<file path="src/rtl/display_pkg.sv">
// ============================================================================
// Module      : display_pkg
// Description : Shared types and defaults for the display pixel path.
// Revision    : 1.0 - initial release
// ============================================================================
`default_nettype none

package display_pkg;

    localparam int COLOR_W_DEF = 8;
    localparam int CNT_W_DEF   = 10;

    typedef enum logic [1:0] {
        IDLE = 2'd0,
        PH_R = 2'd1,
        PH_G = 2'd2,
        PH_B = 2'd3
    } phase_t;

    typedef struct packed {
        logic [COLOR_W_DEF-1:0] r;
        logic [COLOR_W_DEF-1:0] g;
        logic [COLOR_W_DEF-1:0] b;
    } pixel_t;

endpackage

`default_nettype wire

</file>
<file path="src/rtl/pixel_packer_if.sv">
// ============================================================================
// Module      : pixel_packer_if
// Description : Colour-stream and panel-side signal bundle for pixel_packer.
//               LineLenErr/ErrCount exist only when FRAME_CHECK_EN is defined.
// Revision    : 1.0 - initial release
// ============================================================================
`default_nettype none

interface pixel_packer_if
    import display_pkg::*;
#(
    parameter int COLOR_W = COLOR_W_DEF,
    parameter int CNT_W   = CNT_W_DEF
);
    logic                 CSDisplay;
    logic [COLOR_W-1:0]   ColorIn;
    logic                 SelR;
    logic                 SelG;
    logic                 SelB;
    logic                 SelBlank;
    logic                 SyncHB;
    logic                 SyncVB;
    logic [3*COLOR_W-1:0] PixelOut;
    logic                 PixelValid;
    logic                 BlankOut;
    logic                 HSync;
    logic                 VSync;
    logic [CNT_W-1:0]     PxCount;
    logic [CNT_W-1:0]     LineCount;
    logic                 PhaseErr;
`ifdef FRAME_CHECK_EN
    logic                 LineLenErr;
    logic [7:0]           ErrCount;
`endif

    modport master (
        output CSDisplay, ColorIn, SelR, SelG, SelB, SelBlank, SyncHB, SyncVB,
`ifdef FRAME_CHECK_EN
        input  LineLenErr, ErrCount,
`endif
        input  PixelOut, PixelValid, BlankOut, HSync, VSync, PxCount, LineCount, PhaseErr
    );

    modport slave (
        input  CSDisplay, ColorIn, SelR, SelG, SelB, SelBlank, SyncHB, SyncVB,
`ifdef FRAME_CHECK_EN
        output LineLenErr, ErrCount,
`endif
        output PixelOut, PixelValid, BlankOut, HSync, VSync, PxCount, LineCount, PhaseErr
    );

endinterface

`default_nettype wire

</file>
<file path="src/rtl/sync_stretch.sv">
// ============================================================================
// Module      : sync_stretch
// Description : Stretches a single-cycle trigger into a LEN-cycle level.
// Revision    : 1.0 - initial release
// ============================================================================
`default_nettype none

module sync_stretch #(
    parameter int LEN = 4
) (
    input  logic clk,
    input  logic reset,
    input  logic i_clear,
    input  logic i_trig,
    output logic o_level
);
    localparam int c_CW = $clog2(LEN + 1);

    logic [c_CW-1:0] r_cnt;

    always_ff @(posedge clk or negedge reset) begin
        if (!reset) begin
            r_cnt <= '0;
        end else if (i_clear) begin
            r_cnt <= '0;
        end else if (i_trig) begin
            r_cnt <= c_CW'(LEN);
        end else if (r_cnt != '0) begin
            r_cnt <= r_cnt - c_CW'(1);
        end
    end

    assign o_level = (r_cnt != '0);

endmodule

`default_nettype wire

</file>
<file path="src/rtl/pixel_packer.sv">
// ============================================================================
// Module      : pixel_packer
// Description : Reassembles R/G/B colour slots into 24-bit pixels, stretches
//               syncs, tracks position. Optional FRAME_CHECK_EN adds line checks.
// Revision    : 1.0 - initial release
// ============================================================================
`default_nettype none

module pixel_packer
    import display_pkg::*;
#(
    parameter int COLOR_W = COLOR_W_DEF,
    parameter int CNT_W   = CNT_W_DEF,
    parameter int HSYNC_W = 4,
    parameter int VSYNC_W = 8
) (
    input  logic          clk,
    input  logic          reset,
    pixel_packer_if.slave bus
);
    phase_t               r_phase, w_next;
    logic [COLOR_W-1:0]   r_r, r_g, r_b;
    logic                 r_blank, w_blank;
    logic                 w_cap_r, w_cap_g, w_cap_b, w_emit, w_err;
    logic [3*COLOR_W-1:0] r_pixel;
    logic                 r_valid, r_blank_out, r_phase_err;
    logic [CNT_W-1:0]     r_px, r_line;
    logic                 w_sync, w_legal, w_slot_strobe, w_hsync, w_vsync;

    assign w_sync = bus.SyncHB | bus.SyncVB;

    always_comb begin
        case (r_phase)
            PH_R:    w_slot_strobe = bus.SelR;
            PH_G:    w_slot_strobe = bus.SelG;
            PH_B:    w_slot_strobe = bus.SelB;
            default: w_slot_strobe = 1'b0;
        endcase
    end

    assign w_legal = $onehot({bus.SelR, bus.SelG, bus.SelB, bus.SelBlank})
                     && (bus.SelBlank || w_slot_strobe);

    always_comb begin
        w_next  = r_phase;
        w_blank = r_blank;
        w_cap_r = 1'b0;
        w_cap_g = 1'b0;
        w_cap_b = 1'b0;
        w_emit  = 1'b0;
        w_err   = 1'b0;
        if (!bus.CSDisplay) begin
            w_next = IDLE;
        end else if (w_sync) begin
            // a sync cycle occupies the R slot of a fresh, blank triplet
            w_next  = PH_G;
            w_blank = 1'b1;
        end else if (r_phase == IDLE) begin
            w_next = PH_R;
        end else if (w_legal) begin
            case (r_phase)
                PH_R: begin
                    w_cap_r = bus.SelR;
                    w_blank = bus.SelBlank;
                    w_next  = PH_G;
                end
                PH_G: begin
                    w_cap_g = bus.SelG;
                    w_blank = r_blank | bus.SelBlank;
                    w_next  = PH_B;
                end
                default: begin
                    w_cap_b = bus.SelB;
                    w_blank = r_blank | bus.SelBlank;
                    w_emit  = 1'b1;
                    w_next  = PH_R;
                end
            endcase
        end else begin
            // realign to the strobe actually seen; with no strobe hold phase
            w_err = 1'b1;
            if (bus.SelR) begin
                w_cap_r = 1'b1;
                w_blank = bus.SelBlank;
                w_next  = PH_G;
            end else if (bus.SelG) begin
                w_cap_g = 1'b1;
                w_blank = ((r_phase == PH_R) ? 1'b0 : r_blank) | bus.SelBlank;
                w_next  = PH_B;
            end else if (bus.SelB) begin
                w_cap_b = 1'b1;
                w_blank = ((r_phase == PH_R) ? 1'b0 : r_blank) | bus.SelBlank;
                w_emit  = 1'b1;
                w_next  = PH_R;
            end
        end
    end

    always_ff @(posedge clk or negedge reset) begin
        if (!reset) begin
            r_phase     <= IDLE;
            r_blank     <= 1'b0;
            r_r         <= '0;
            r_g         <= '0;
            r_b         <= '0;
            r_pixel     <= '0;
            r_valid     <= 1'b0;
            r_blank_out <= 1'b0;
            r_phase_err <= 1'b0;
            r_px        <= '0;
            r_line      <= '0;
        end else begin
            r_phase     <= w_next;
            r_blank     <= w_blank;
            r_valid     <= w_emit;
            r_phase_err <= w_err;
            if (w_cap_r) r_r <= bus.ColorIn;
            if (w_cap_g) r_g <= bus.ColorIn;
            if (w_cap_b) r_b <= bus.ColorIn;
            if (w_emit) begin
                r_pixel     <= w_blank ? '0 : {r_r, r_g, (w_cap_b ? bus.ColorIn : r_b)};
                r_blank_out <= w_blank;
            end
            if (!bus.CSDisplay || bus.SyncVB) begin
                r_px   <= '0;
                r_line <= '0;
            end else if (bus.SyncHB) begin
                r_px   <= '0;
                r_line <= r_line + CNT_W'(1);
            end else if (w_emit) begin
                r_px <= r_px + CNT_W'(1);
            end
        end
    end

    sync_stretch #(.LEN(HSYNC_W)) u_hsync (
        .clk     (clk),
        .reset   (reset),
        .i_clear (!bus.CSDisplay),
        .i_trig  (bus.SyncHB),
        .o_level (w_hsync)
    );

    sync_stretch #(.LEN(VSYNC_W)) u_vsync (
        .clk     (clk),
        .reset   (reset),
        .i_clear (!bus.CSDisplay),
        .i_trig  (bus.SyncVB),
        .o_level (w_vsync)
    );

`ifdef FRAME_CHECK_EN
    logic [CNT_W-1:0] r_prev_len;
    logic             r_have_prev, r_len_err, w_len_err;
    logic [7:0]       r_err_cnt;

    assign w_len_err = bus.CSDisplay && bus.SyncHB && !bus.SyncVB
                       && r_have_prev && (r_px != r_prev_len);

    always_ff @(posedge clk or negedge reset) begin
        if (!reset) begin
            r_prev_len  <= '0;
            r_have_prev <= 1'b0;
            r_len_err   <= 1'b0;
            r_err_cnt   <= '0;
        end else begin
            r_len_err <= w_len_err;
            if (!bus.CSDisplay || bus.SyncVB) begin
                r_have_prev <= 1'b0;
            end else if (bus.SyncHB) begin
                r_have_prev <= 1'b1;
                r_prev_len  <= r_px;
            end
            if ((w_err || w_len_err) && (r_err_cnt != 8'hFF)) begin
                r_err_cnt <= r_err_cnt + 8'd1;
            end
        end
    end

    assign bus.LineLenErr = r_len_err;
    assign bus.ErrCount   = r_err_cnt;
`endif

    assign bus.PixelOut   = r_pixel;
    assign bus.PixelValid = r_valid;
    assign bus.BlankOut   = r_blank_out;
    assign bus.PhaseErr   = r_phase_err;
    assign bus.PxCount    = r_px;
    assign bus.LineCount  = r_line;
    assign bus.HSync      = w_hsync;
    assign bus.VSync      = w_vsync;

endmodule

`default_nettype wire
</file>
<file path="src/flat_wrapper.sv">
// flat-port wrapper written by rule: the top's interface ports become plain ports
module pixel_packer_flat import display_pkg::*;
#(
    parameter int COLOR_W = COLOR_W_DEF,
    parameter int CNT_W   = CNT_W_DEF,
    parameter int HSYNC_W = 4,
    parameter int VSYNC_W = 8
)
  (clk, reset, bus_CSDisplay, bus_ColorIn, bus_SelR, bus_SelG, bus_SelB, bus_SelBlank, bus_SyncHB, bus_SyncVB, bus_PixelOut, bus_PixelValid, bus_BlankOut, bus_HSync, bus_VSync, bus_PxCount, bus_LineCount, bus_PhaseErr);
  pixel_packer_if #(.COLOR_W(COLOR_W), .CNT_W(CNT_W)) bus_i ();
  input  logic clk;
  input  logic reset;
  input wire logic [$bits(bus_i.CSDisplay)-1:0] bus_CSDisplay;
  input wire logic [$bits(bus_i.ColorIn)-1:0] bus_ColorIn;
  input wire logic [$bits(bus_i.SelR)-1:0] bus_SelR;
  input wire logic [$bits(bus_i.SelG)-1:0] bus_SelG;
  input wire logic [$bits(bus_i.SelB)-1:0] bus_SelB;
  input wire logic [$bits(bus_i.SelBlank)-1:0] bus_SelBlank;
  input wire logic [$bits(bus_i.SyncHB)-1:0] bus_SyncHB;
  input wire logic [$bits(bus_i.SyncVB)-1:0] bus_SyncVB;
  output wire logic [$bits(bus_i.PixelOut)-1:0] bus_PixelOut;
  output wire logic [$bits(bus_i.PixelValid)-1:0] bus_PixelValid;
  output wire logic [$bits(bus_i.BlankOut)-1:0] bus_BlankOut;
  output wire logic [$bits(bus_i.HSync)-1:0] bus_HSync;
  output wire logic [$bits(bus_i.VSync)-1:0] bus_VSync;
  output wire logic [$bits(bus_i.PxCount)-1:0] bus_PxCount;
  output wire logic [$bits(bus_i.LineCount)-1:0] bus_LineCount;
  output wire logic [$bits(bus_i.PhaseErr)-1:0] bus_PhaseErr;
  assign bus_i.CSDisplay = bus_CSDisplay;
  assign bus_i.ColorIn = bus_ColorIn;
  assign bus_i.SelR = bus_SelR;
  assign bus_i.SelG = bus_SelG;
  assign bus_i.SelB = bus_SelB;
  assign bus_i.SelBlank = bus_SelBlank;
  assign bus_i.SyncHB = bus_SyncHB;
  assign bus_i.SyncVB = bus_SyncVB;
  assign bus_PixelOut = bus_i.PixelOut;
  assign bus_PixelValid = bus_i.PixelValid;
  assign bus_BlankOut = bus_i.BlankOut;
  assign bus_HSync = bus_i.HSync;
  assign bus_VSync = bus_i.VSync;
  assign bus_PxCount = bus_i.PxCount;
  assign bus_LineCount = bus_i.LineCount;
  assign bus_PhaseErr = bus_i.PhaseErr;
  pixel_packer #(.COLOR_W(COLOR_W), .CNT_W(CNT_W), .HSYNC_W(HSYNC_W), .VSYNC_W(VSYNC_W)) u_core (.clk(clk), .reset(reset), .bus(bus_i));
endmodule
</file>
<file path="config.mk">
export PLATFORM = sky130hd
export DESIGN_NAME = pixel_packer_flat
export DESIGN_NICKNAME = d
export VERILOG_FILES = /design/src/rtl/display_pkg.sv /design/src/rtl/pixel_packer_if.sv /design/src/rtl/sync_stretch.sv /design/src/rtl/pixel_packer.sv /design/src/flat_wrapper.sv
export SDC_FILE = /design/constraint.sdc
export NUM_CORES = 1
export LEC_CHECK = 0
export CAP_MARGIN = 20
export CORE_AREA = 5 5 152 96
export DETAILED_ROUTE_END_ITERATION = 12
export DIE_AREA = 0 0 157 101
export PLACE_DENSITY = 0.57
export SYNTH_ARGS = -nofsm -noshare
export SYNTH_HDL_FRONTEND = slang
export SYNTH_SLANG_ARGS = --single-unit
export TNS_END_PERCENT = 50
</file>
<file path="constraint.sdc">
create_clock -name clk -period 5.6 [get_ports clk]
set_input_delay 1.12 -clock clk [delete_from_list [all_inputs] [get_ports clk]]
set_output_delay 1.12 -clock clk [all_outputs]
set_load 0.005 [all_outputs]
</file>
# Word-level counts from Yosys, hierarchy flattened

Index checks and enable logic that the tools add are counted.

Bitwise operators: 3
Add/subtract/negate cells: 7
Muxes and demuxes: 61
Reduce and logical (&&, ||, !) cells: 10
Equality and inequality tests: 7

Operators with widths:

| cell                                                 | number |
|---|---|
| 2-to-1 mux 10 bit                                    | 5 |
| 2-to-1 mux 1 bit                                     | 39 |
| 2-to-1 mux 24 bit                                    | 1 |
| adder 10 x 1 -> 10 bit (second input constant)       | 2 |
| 2-to-1 mux 2 bit                                     | 7 |
| 2-to-1 mux 4 bit                                     | 3 |
| 2-to-1 mux 3 bit                                     | 3 |
| 2-to-1 mux 8 bit                                     | 1 |
| != test 7 x 1 -> 1 bit (second input constant)       | 1 |
| != test 3 x 1 -> 1 bit (second input constant)       | 2 |
| nonzero test 3 bit                                   | 2 |
| adder 1 x 1 -> 2 bit                                 | 2 |
| equality test 2 bit (second input constant)          | 2 |
| case mux 2 bit (2 select lines)                      | 1 |
| nonzero test 4 bit                                   | 1 |
| subtractor 4 x 1 -> 4 bit (second input constant)    | 1 |
| adder 3 bit                                          | 1 |
| equality test 3 x 1 -> 1 bit (second input constant) | 1 |
| OR 1 bit                                             | 3 |
| case mux 1 bit (3 select lines)                      | 1 |
| subtractor 3 x 1 -> 3 bit (second input constant)    | 1 |
| equality test 2 x 1 -> 1 bit (second input constant) | 1 |
| zero test 2 bit                                      | 1 |
| logical OR 1 bit                                     | 2 |
| 4 further kinds                                      | 4 |

Logic and storage cells: 101
Register bits: 81

# Depth between registers and ports, before layout

Gate-level depths: netlist (run 1).

Depth after elaboration: 11
Mapped depth: 10

# By module

A second synthesis (run 1) with hierarchy kept.

Cells, all modules: 319
Area total of the unflattened synthesis: 3766.1 µm²

Modules (own cells, without submodules):

| module                         | area an instance (µm²) | cells each | instances |
|---|---|---|---|
| pixel_packer                   | 3383.2                 | 282        | 1 |
| sync_stretch at u_core.u_vsync | 205.2                  | 21         | 1 |
| sync_stretch at u_core.u_hsync | 177.7                  | 16         | 1 |

# Worst setup path before layout (run 1)

Ideal clock, no wire load.

Path type: input to register
Start: input bus_SelR
End: register u_core.r_pixel[0] (netlist: u_core.bus.PixelOut[0])
Path slack: 1889 ps
Path buffers: 0
Stages on the path: 9
Arrival: 3590 ps
Cell sequence: inv_1 > ha_1 > ha_1 > fa_1 > or3b_4 > a21oi_4 > mux2i_4 > mux2_2 > a22o_1

Word-level cells in the longest chain between the ends: 10
Elaborated cells between the ends (all ways): 22
Classes of those cells: add/sub (2); eq/ne (1); mux (17); reduce/logical (2)

RTL lines:

| element                                    | RTL line            | RTL |
|---|---|---|
| from (decl)                                | flat_wrapper.sv:15  | `input wire logic [$bits(bus_i.SelR)-1:0] bus_SelR;` |
| adder 1 x 1 -> 2 bit (implied by the code) | pixel_packer.sv:41  | `assign w_legal = $onehot({bus.SelR, bus.SelG, bus.SelB, bus.SelBlank})` |
| adder 3 bit (implied by the code)          | pixel_packer.sv:41  |  |
| equality test 3 x 1 -> 1 bit               | pixel_packer.sv:41  |  |
| logical AND 1 bit                          | pixel_packer.sv:42  | `&& (bus.SelBlank \|\| w_slot_strobe);` |
| 2-to-1 mux 1 bit                           | pixel_packer.sv:60  | `end else if (w_legal) begin` |
| 2-to-1 mux 1 bit                           | pixel_packer.sv:58  | `end else if (r_phase == IDLE) begin` |
| 2-to-1 mux 1 bit                           | pixel_packer.sv:54  | `end else if (w_sync) begin` |
| 2-to-1 mux 1 bit                           | pixel_packer.sv:52  | `if (!bus.CSDisplay) begin` |
| 2-to-1 mux 8 bit                           | -                   |  |
| 2-to-1 mux 24 bit                          | pixel_packer.sv:121 | `r_pixel <= w_blank ? '0 : {r_r, r_g, (w_cap_b ? bus.ColorIn : r_b)};` |
| to (signal assigned)                       | pixel_packer.sv:121 |  |
| to (decl)                                  | pixel_packer.sv:25  | `logic [3*COLOR_W-1:0] r_pixel;` |

Parallel ways exist; a longest one is shown, timed or not.
A chain may end at the register's enable or synchronous reset.

# Final worst setup path (run 1)

Start: input bus_SelR
End: register u_core.r_pixel[10] (netlist: u_core.bus.PixelOut[10])

Word-level cells in the longest chain between the ends: 9
Elaborated cells between the ends (all ways): 17
Classes of those cells: add/sub (2); eq/ne (1); mux (12); reduce/logical (2)

RTL lines:

| element                                    | RTL line |
|---|---|
| adder 1 x 1 -> 2 bit (implied by the code) | pixel_packer.sv:41 |
| adder 3 bit (implied by the code)          | pixel_packer.sv:41 |
| equality test 3 x 1 -> 1 bit               | pixel_packer.sv:41 |
| logical AND 1 bit                          | pixel_packer.sv:42 |
| 2-to-1 mux 1 bit                           | pixel_packer.sv:60 |
| 2-to-1 mux 1 bit                           | pixel_packer.sv:58 |
| 2-to-1 mux 1 bit                           | pixel_packer.sv:54 |
| 2-to-1 mux 1 bit                           | pixel_packer.sv:52 |
| 2-to-1 mux 24 bit                          | pixel_packer.sv:121 |

Parallel ways exist; a longest one is shown, timed or not.

==> results of run 1 <==
per-layer routing:
metal | vias to the layer above | wire length, um | global-route usage (%)
met3 | 7 | 558 | 4.12
met2 | 63 | 3830 | 16.6
met1 | 1309 | 4400 | 16.4
li1 | 1277 | - | -
met4 | 0 | 59 | 3.33
met5 | - | 0 | 0
flip-flops by register name, indices dropped and copies added, names as in the netlist:
register               count
u_core.r_b                 8
u_core.bus.PxCount        10
u_core.bus.PixelOut       24
u_core.r_r                 8
u_core.bus.PixelValid      1
u_core.bus.PhaseErr        1
u_core.u_vsync.r_cnt       4
u_core.r_blank             1
u_core.u_hsync.r_cnt       3
u_core.r_phase             2
u_core.r_g                 8
u_core.bus.LineCount      10
u_core.bus.BlankOut        1
worst max-delay path, stage by stage:
cell	delay [ns]
clkdlybuf4s50_1	0.66
inv_1	0.13
ha_1	0.30
ha_1	0.19
fa_1	0.43
or3b_4	0.44
a21o_1	0.24
a31oi_2	0.75
nor4b_4	0.07
buf_4	0.26
a22o_1	0.22
cell families after synthesis:
logic type,share of synthesized area [%]
compound gates,15.3
xor+xnor,2.07
fa+ha+maj,5.46
buf+inv,2.89
flops,53.3
mux,9.08
simple gates,11.9
power by group through the flow:
| stage | clock network (mW) | registers, mW | logic [mW] |
|---|---|---|---|
| 6_report | 0.606 | 0.687 | 0.206 |
| 4_1_cts | 0.634 | 0.687 | 0.208 |
| 3_3_place_gp | 0 | 0.695 | 0.201 |
| 2_1_floorplan | 0 | 0.687 | 0.125 |
| 3_5_place_dp | 0 | 0.697 | 0.207 |
| 5_1_grt | 0.658 | 0.694 | 0.229 |
path summary, 6_finish.rpt:
check	end	cells after the start	slack, ns	from
hold / removal	u_core.bus.PixelOut[21]	1	0.49	u_core.r_r[5]
setup reg to reg	u_core.bus.PixelOut[0]	7	2.87	u_core.r_phase[0]
min in group asynchronous	u_core.bus.PxCount[5]	1	0.62	reset
hold reg to reg	u_core.bus.PixelOut[21]	1	0.49	u_core.r_r[5]
setup / recovery	u_core.bus.PixelOut[10]	11	1.00	bus_SelR
max in group asynchronous	u_core.bus.LineCount[1]	2	4.38	reset
cells in the final DEF, fill, tap and decap left out, drive strengths merged, types with 6 or more instances in the layout:
master / synthesis / layout
dfrtp: 81 / 81
clkdlybuf4s50: 0 / 64
mux2: 26 / 26
a22o: 24 / 24
nor2: 19 / 19
a21oi: 16 / 16
ha: 15 / 15
nand2: 14 / 14
inv: 12 / 14
o21ai: 12 / 12
clkbuf: 6 / 10
nand2b: 8 / 8
or3: 7 / 7
xor2: 6 / 6
final cells by class:
type                       instances  area [um^2]  area share (%)
sequential                        81         2030            40.8
multi-input combinational        208         1670            33.6
timing repair buffer              68          691            13.9
clock buffer                      10          239            4.82
tap                              175          219            4.41
clock inverter                     6         75.1            1.51
inverter                          12         45.0           0.908
stage by stage:
stage                     hold WS (ns)  utilization (%)  setup slack (ns)  cell area [um^2]  total power [mW]
after floorplan                  0.459                -              1.89              3800             0.811
after global placement           0.466             35.1             0.841              4620             0.895
after detailed placement         0.475             35.1             0.671              4620             0.904
after CTS                        0.489             37.5              1.03              4930              1.53
after global routing             0.500             37.7             0.895              4960              1.58
final                            0.486             37.7              1.00              4960              1.50
==> results.json, run 1 <==
{
  "synth_edf_count": 0,
  "diodes": 0,
  "clkLatencyLatePin_ns": 0.33,
  "drt_first_pass_iters": 4,
  "peakVddDrop_uv": 125,
  "synth_top_area_share_pct": 53.3,
  "rows": 33,
  "syn-num-nets": 346,
  "grt_pass1_vias": 2681,
  "place.gp.congestion": 0.848,
  "yosysUniqueCellTypes": 53,
  "numCtsBuffers": 9,
  "synth-seq-cells": 81,
  "synth_top_cell_by_area": "dfrtp_1",
  "p_seq_share_pct": 45.8,
  "drv_cap": 0,
  "htreeDepth": 3,
  "wl_um": 8840,
  "critPathRequiredTime_ns": 5.81,
  "p_int_mw": 1.12,
  "initial_core_util_pct": 28.9,
  "start_kind": "input pin",
  "ant_nets": 0,
  "power_frac_clock_pct": 40.5,
  "layout.nets": 413,
  "cts_tree": "yes",
  "postCtsHoldBufs": 0,
  "switchingPower_mw": 0.376,
  "p_leak_nw": 2.14,
  "grtUsageTotal_pct": 11.6,
  "vias": 2656,
  "stdcell_count": 560,
  "dp_cells": 543,
  "dieWidth_um": 157,
  "fillCellCount": 1258,
  "clock_sinks": 81,
  "grt_max_degree": 82,
  "crit_fanout": 25,
  "fp.dieH_um": 101,
  "slew_viol_final": 0,
  "rsz0062_at_grt": "no",
  "period_share_pct": 82.1,
  "synth.avg_cell_area_um2": 12.2,
  "crit_path_end_kind": "register",
  "core_mm2": 0.0132,
  "clock-root-buffer": "clkbuf_16",
  "worstPathArrival_ns": 4.81,
  "grt_overflow": 0,
  "sw_frac_of_total_pct": 25.1,
  "slew_headroom_pct": 41.3,
  "cts.path.max_buffers": 2,
  "dieArea_mm2": 0.0159,
  "hold_path.class": "reg2reg",
  "post_cts_buffers": 0,
  "port_buffers": 65,
  "synth_area_leaders": "dfrtp_1, a22o_1, mux2_1, ha_1, mux2_2",
  "status": "finished clean",
  "pin_count": 66,
  "yosysSeqAreaShare_pct": 53.3,
  "grt_pass1_wl_um": 14400,
  "period_needed_ns": 4.60,
  "areaGrowthSynthToFinish_pct": 30.5,
  "synthFlopType": "dfrtp_1",
  "avgRoutedWirePerCell_um": 15.8,
  "synth_cells": 313,
  "clock.fmax_mhz": 217,
  "synth-async-reset-ratio_pct": 100,
  "antenna_found_initial": 0,
  "via_per_inst": 4.74,
  "worst_pin_slew_ns": 0.878,
  "drtIter0Drc": 84,
  "syn_area_mm2": 0.00380,
  "hold_violations": 0,
  "power_density_mw_per_mm2": 302,
  "clk_pin_slew_worst_paths_ns": 0.06,
  "yosysWarnings": 0,
  "setup_violations": 0,
  "comb_power_share_pct": 13.7,
  "drc": 0,
  "finalClockSkew_ns": 0.00496,
  "dpl.hpwl_um": 6280,
  "setup_tns_ns": 0,
  "crit_type": "in2reg",
  "synth.most_common_cell": "dfrtp_1",
  "post_cts_resized": 0,
  "drive_above_1_share_pct": 10.9,
  "synth_common_cells": "dfrtp_1, a22o_1, nor2_1, mux2_1, ha_1"
}
Note: power is estimated with default switching activity, not from simulation.
==> inputs of run 2 (changes only) <==
Clock period 5.6 ns to 4.6 ns, I/O delays scaled along.
==> run 2 against run 1 <==
Effect of this change: core utilization up 0.16 points; flip-flop and latch count stayed put; die area stayed put; non-clock buffer count grew 5; cell area increased by 0.43%; critical path type unchanged; largest power group unchanged.
==> results.json, run 2 (synthesized netlist as in run 1, its figures left out) <==
{
  "cts.path.max_buffers": 2,
  "grt_max_degree": 82,
  "ant_nets": 0,
  "core_mm2": 0.0132,
  "postCtsHoldBufs": 0,
  "peakVddDrop_uv": 157,
  "holdPathEnd": "u_core.r_g[0]",
  "worstReg2RegStart": "u_core.r_phase[0]",
  "worstPathArrival_ns": 4.20,
  "drt_first_pass_iters": 4,
  "dieWidth_um": 157,
  "crit_type": "in2reg",
  "rows": 33,
  "status": "finished clean",
  "drc": 0,
  "switchingPower_mw": 0.447,
  "cp_num_buf_inv": 1,
  "critPathSlowestCell": "clkdlybuf4s50_1",
  "setup_tns_ns": 0,
  "initial_core_util_pct": 28.9,
  "place_area_mm2": 0.00466,
  "clock.fmax_mhz": 251,
  "hold_violations": 0,
  "period_needed_ns": 3.98,
  "crit_path_end_kind": "register",
  "comb_power_share_pct": 14.3,
  "wl_um": 8740,
  "critPathRequiredTime_ns": 4.82,
  "areaGrowthSynthToFinish_pct": 31.0,
  "p_seq_share_pct": 46.5,
  "cp_common_cell": "ha_1",
  "whs_path_depth": 1,
  "drtIter0Drc": 99,
  "power_density_mw_per_mm2": 360,
  "largest_reg_flops": 24,
  "critPathMaxStageDelay_ns": 0.61,
  "final_cell_mix": "dfrtp_1, clkdlybuf4s50_1, a22o_1, nor2_1, mux2_1",
  "grt_pass1_vias": 2748,
  "drv_cap": 0,
  "clock-root-buffer": "clkbuf_16",
  "port_buffers": 65,
  "post_cts_resized": 0,
  "fin_util_pct": 37.8,
  "start_kind": "input pin",
  "period_share_pct": 86.5,
  "post_cts_buffers": 0,
  "crit_fanout": 8,
  "grt_overflow": 0,
  "finalClockSkew_ns": 0.00399,
  "dieArea_mm2": 0.0159,
  "grt_pass1_wl_um": 14500,
  "final_area_mm2": 0.00498,
  "slew_headroom_pct": 57.5,
  "r2r-end": "u_core.bus.PixelOut[7]",
  "min_from": "u_core.r_g[0]",
  "sw_frac_of_total_pct": 24.9,
  "cp_cell_sequence": "clkdlybuf4s50_1, ha_1, ha_1, fa_1, or3b_4, a21oi_4, mux2i_4, mux2_2, a22o_1",
  "diodes": 0,
  "clk_pin_slew_worst_paths_ns": 0.06,
  "fillCellCount": 1266,
  "clkLatencyLatePin_ns": 0.33,
  "hold_path.class": "reg2reg",
  "mostFrequentLayoutCell": "dfrtp_1",
  "p_int_mw": 1.35,
  "vias": 2652,
  "cp-startpoint": "bus_SelBlank",
  "clock_sinks": 81,
  "dpl.hpwl_um": 6240,
  "r2r_slack_ns": 1.94,
  "worst_pin_slew_ns": 0.638,
  "numCtsBuffers": 9,
  "htreeDepth": 3,
  "grtUsageTotal_pct": 11.7,
  "fp.dieH_um": 101,
  "setup_violations": 0,
  "slew_viol_final": 0,
  "drive_above_1_share_pct": 11.8,
  "rr_worst_depth": 7,
  "cts_tree": "yes",
  "rsz0062_at_grt": "no",
  "antenna_found_initial": 0,
  "via_per_inst": 4.69,
  "place.gp.congestion": 0.813,
  "pin_count": 66,
  "avgRoutedWirePerCell_um": 15.5,
  "p_leak_nw": 2.16,
  "power_frac_clock_pct": 39.2,
  "layout.nets": 418,
  "cp_top_family": "adder cells"
}
run 2: cell types whose count changed in the layout (fill, tap and decap cells not counted):
cell,before,now
buf_4,3,8
clkbuf_1,0,1
clkbuf_8,1,0
clkinv_2,0,1
clkinv_4,2,3
inv_6,1,0
inv_8,1,0
run 2: worst max-delay path by stage:
stage / to / cells past startpoint
2_1_floorplan: u_core.bus.PixelOut[0] / 9
3_3_place_gp: u_core.bus.PixelOut[5] / 9
3_5_place_dp: u_core.bus.PixelOut[1] / 9
4_1_cts: u_core.bus.PixelOut[7] / 9
5_1_grt: u_core.bus.PxCount[1] / 10
6_report: u_core.bus.PixelOut[7] / 9
run 2: power by group through the flow:
stage / registers, mW / logic [mW] / clock network (mW)
floorplan: 0.836 / 0.152 / 0
detailed placement: 0.848 / 0.257 / 0
global placement: 0.846 / 0.248 / 0
finish: 0.835 / 0.257 / 0.705
CTS: 0.835 / 0.258 / 0.733
global route: 0.845 / 0.287 / 0.758
run 2: area by class of cell:
class / instances / area [um^2] / share of cell area [%]
repair buffers: 73 / 728 / 14.6
clock inverters: 6 / 68.8 / 1.38
clock buffers: 10 / 229 / 4.59
well taps: 175 / 219 / 4.39
inverters: 12 / 45.0 / 0.904
flip-flops and latches: 81 / 2030 / 40.7
multi-input cells: 208 / 1670 / 33.4
run 2: metal layers:
layer  share of wire, %  track usage, %  vias up  routed length [um]
met1                 51            16.7     1304                4430
met4                1.2            3.33        0                 108
met5                  0               0        -                   0
met2                 42            16.9       54                3660
met3                6.1            4.12       11                 536
li1                   -               -     1283                   -
run 2: per-stage QoR:
step                      cells  worst slack, ns  power [mW]  hold slack, ns
after floorplan             313             1.09       0.988           0.459
after global placement      548            0.357        1.09           0.465
after detailed placement    548            0.276        1.10           0.471
after CTS                   564            0.630        1.83           0.484
after global routing        565            0.488        1.89           0.501
final                       565            0.623        1.80           0.484
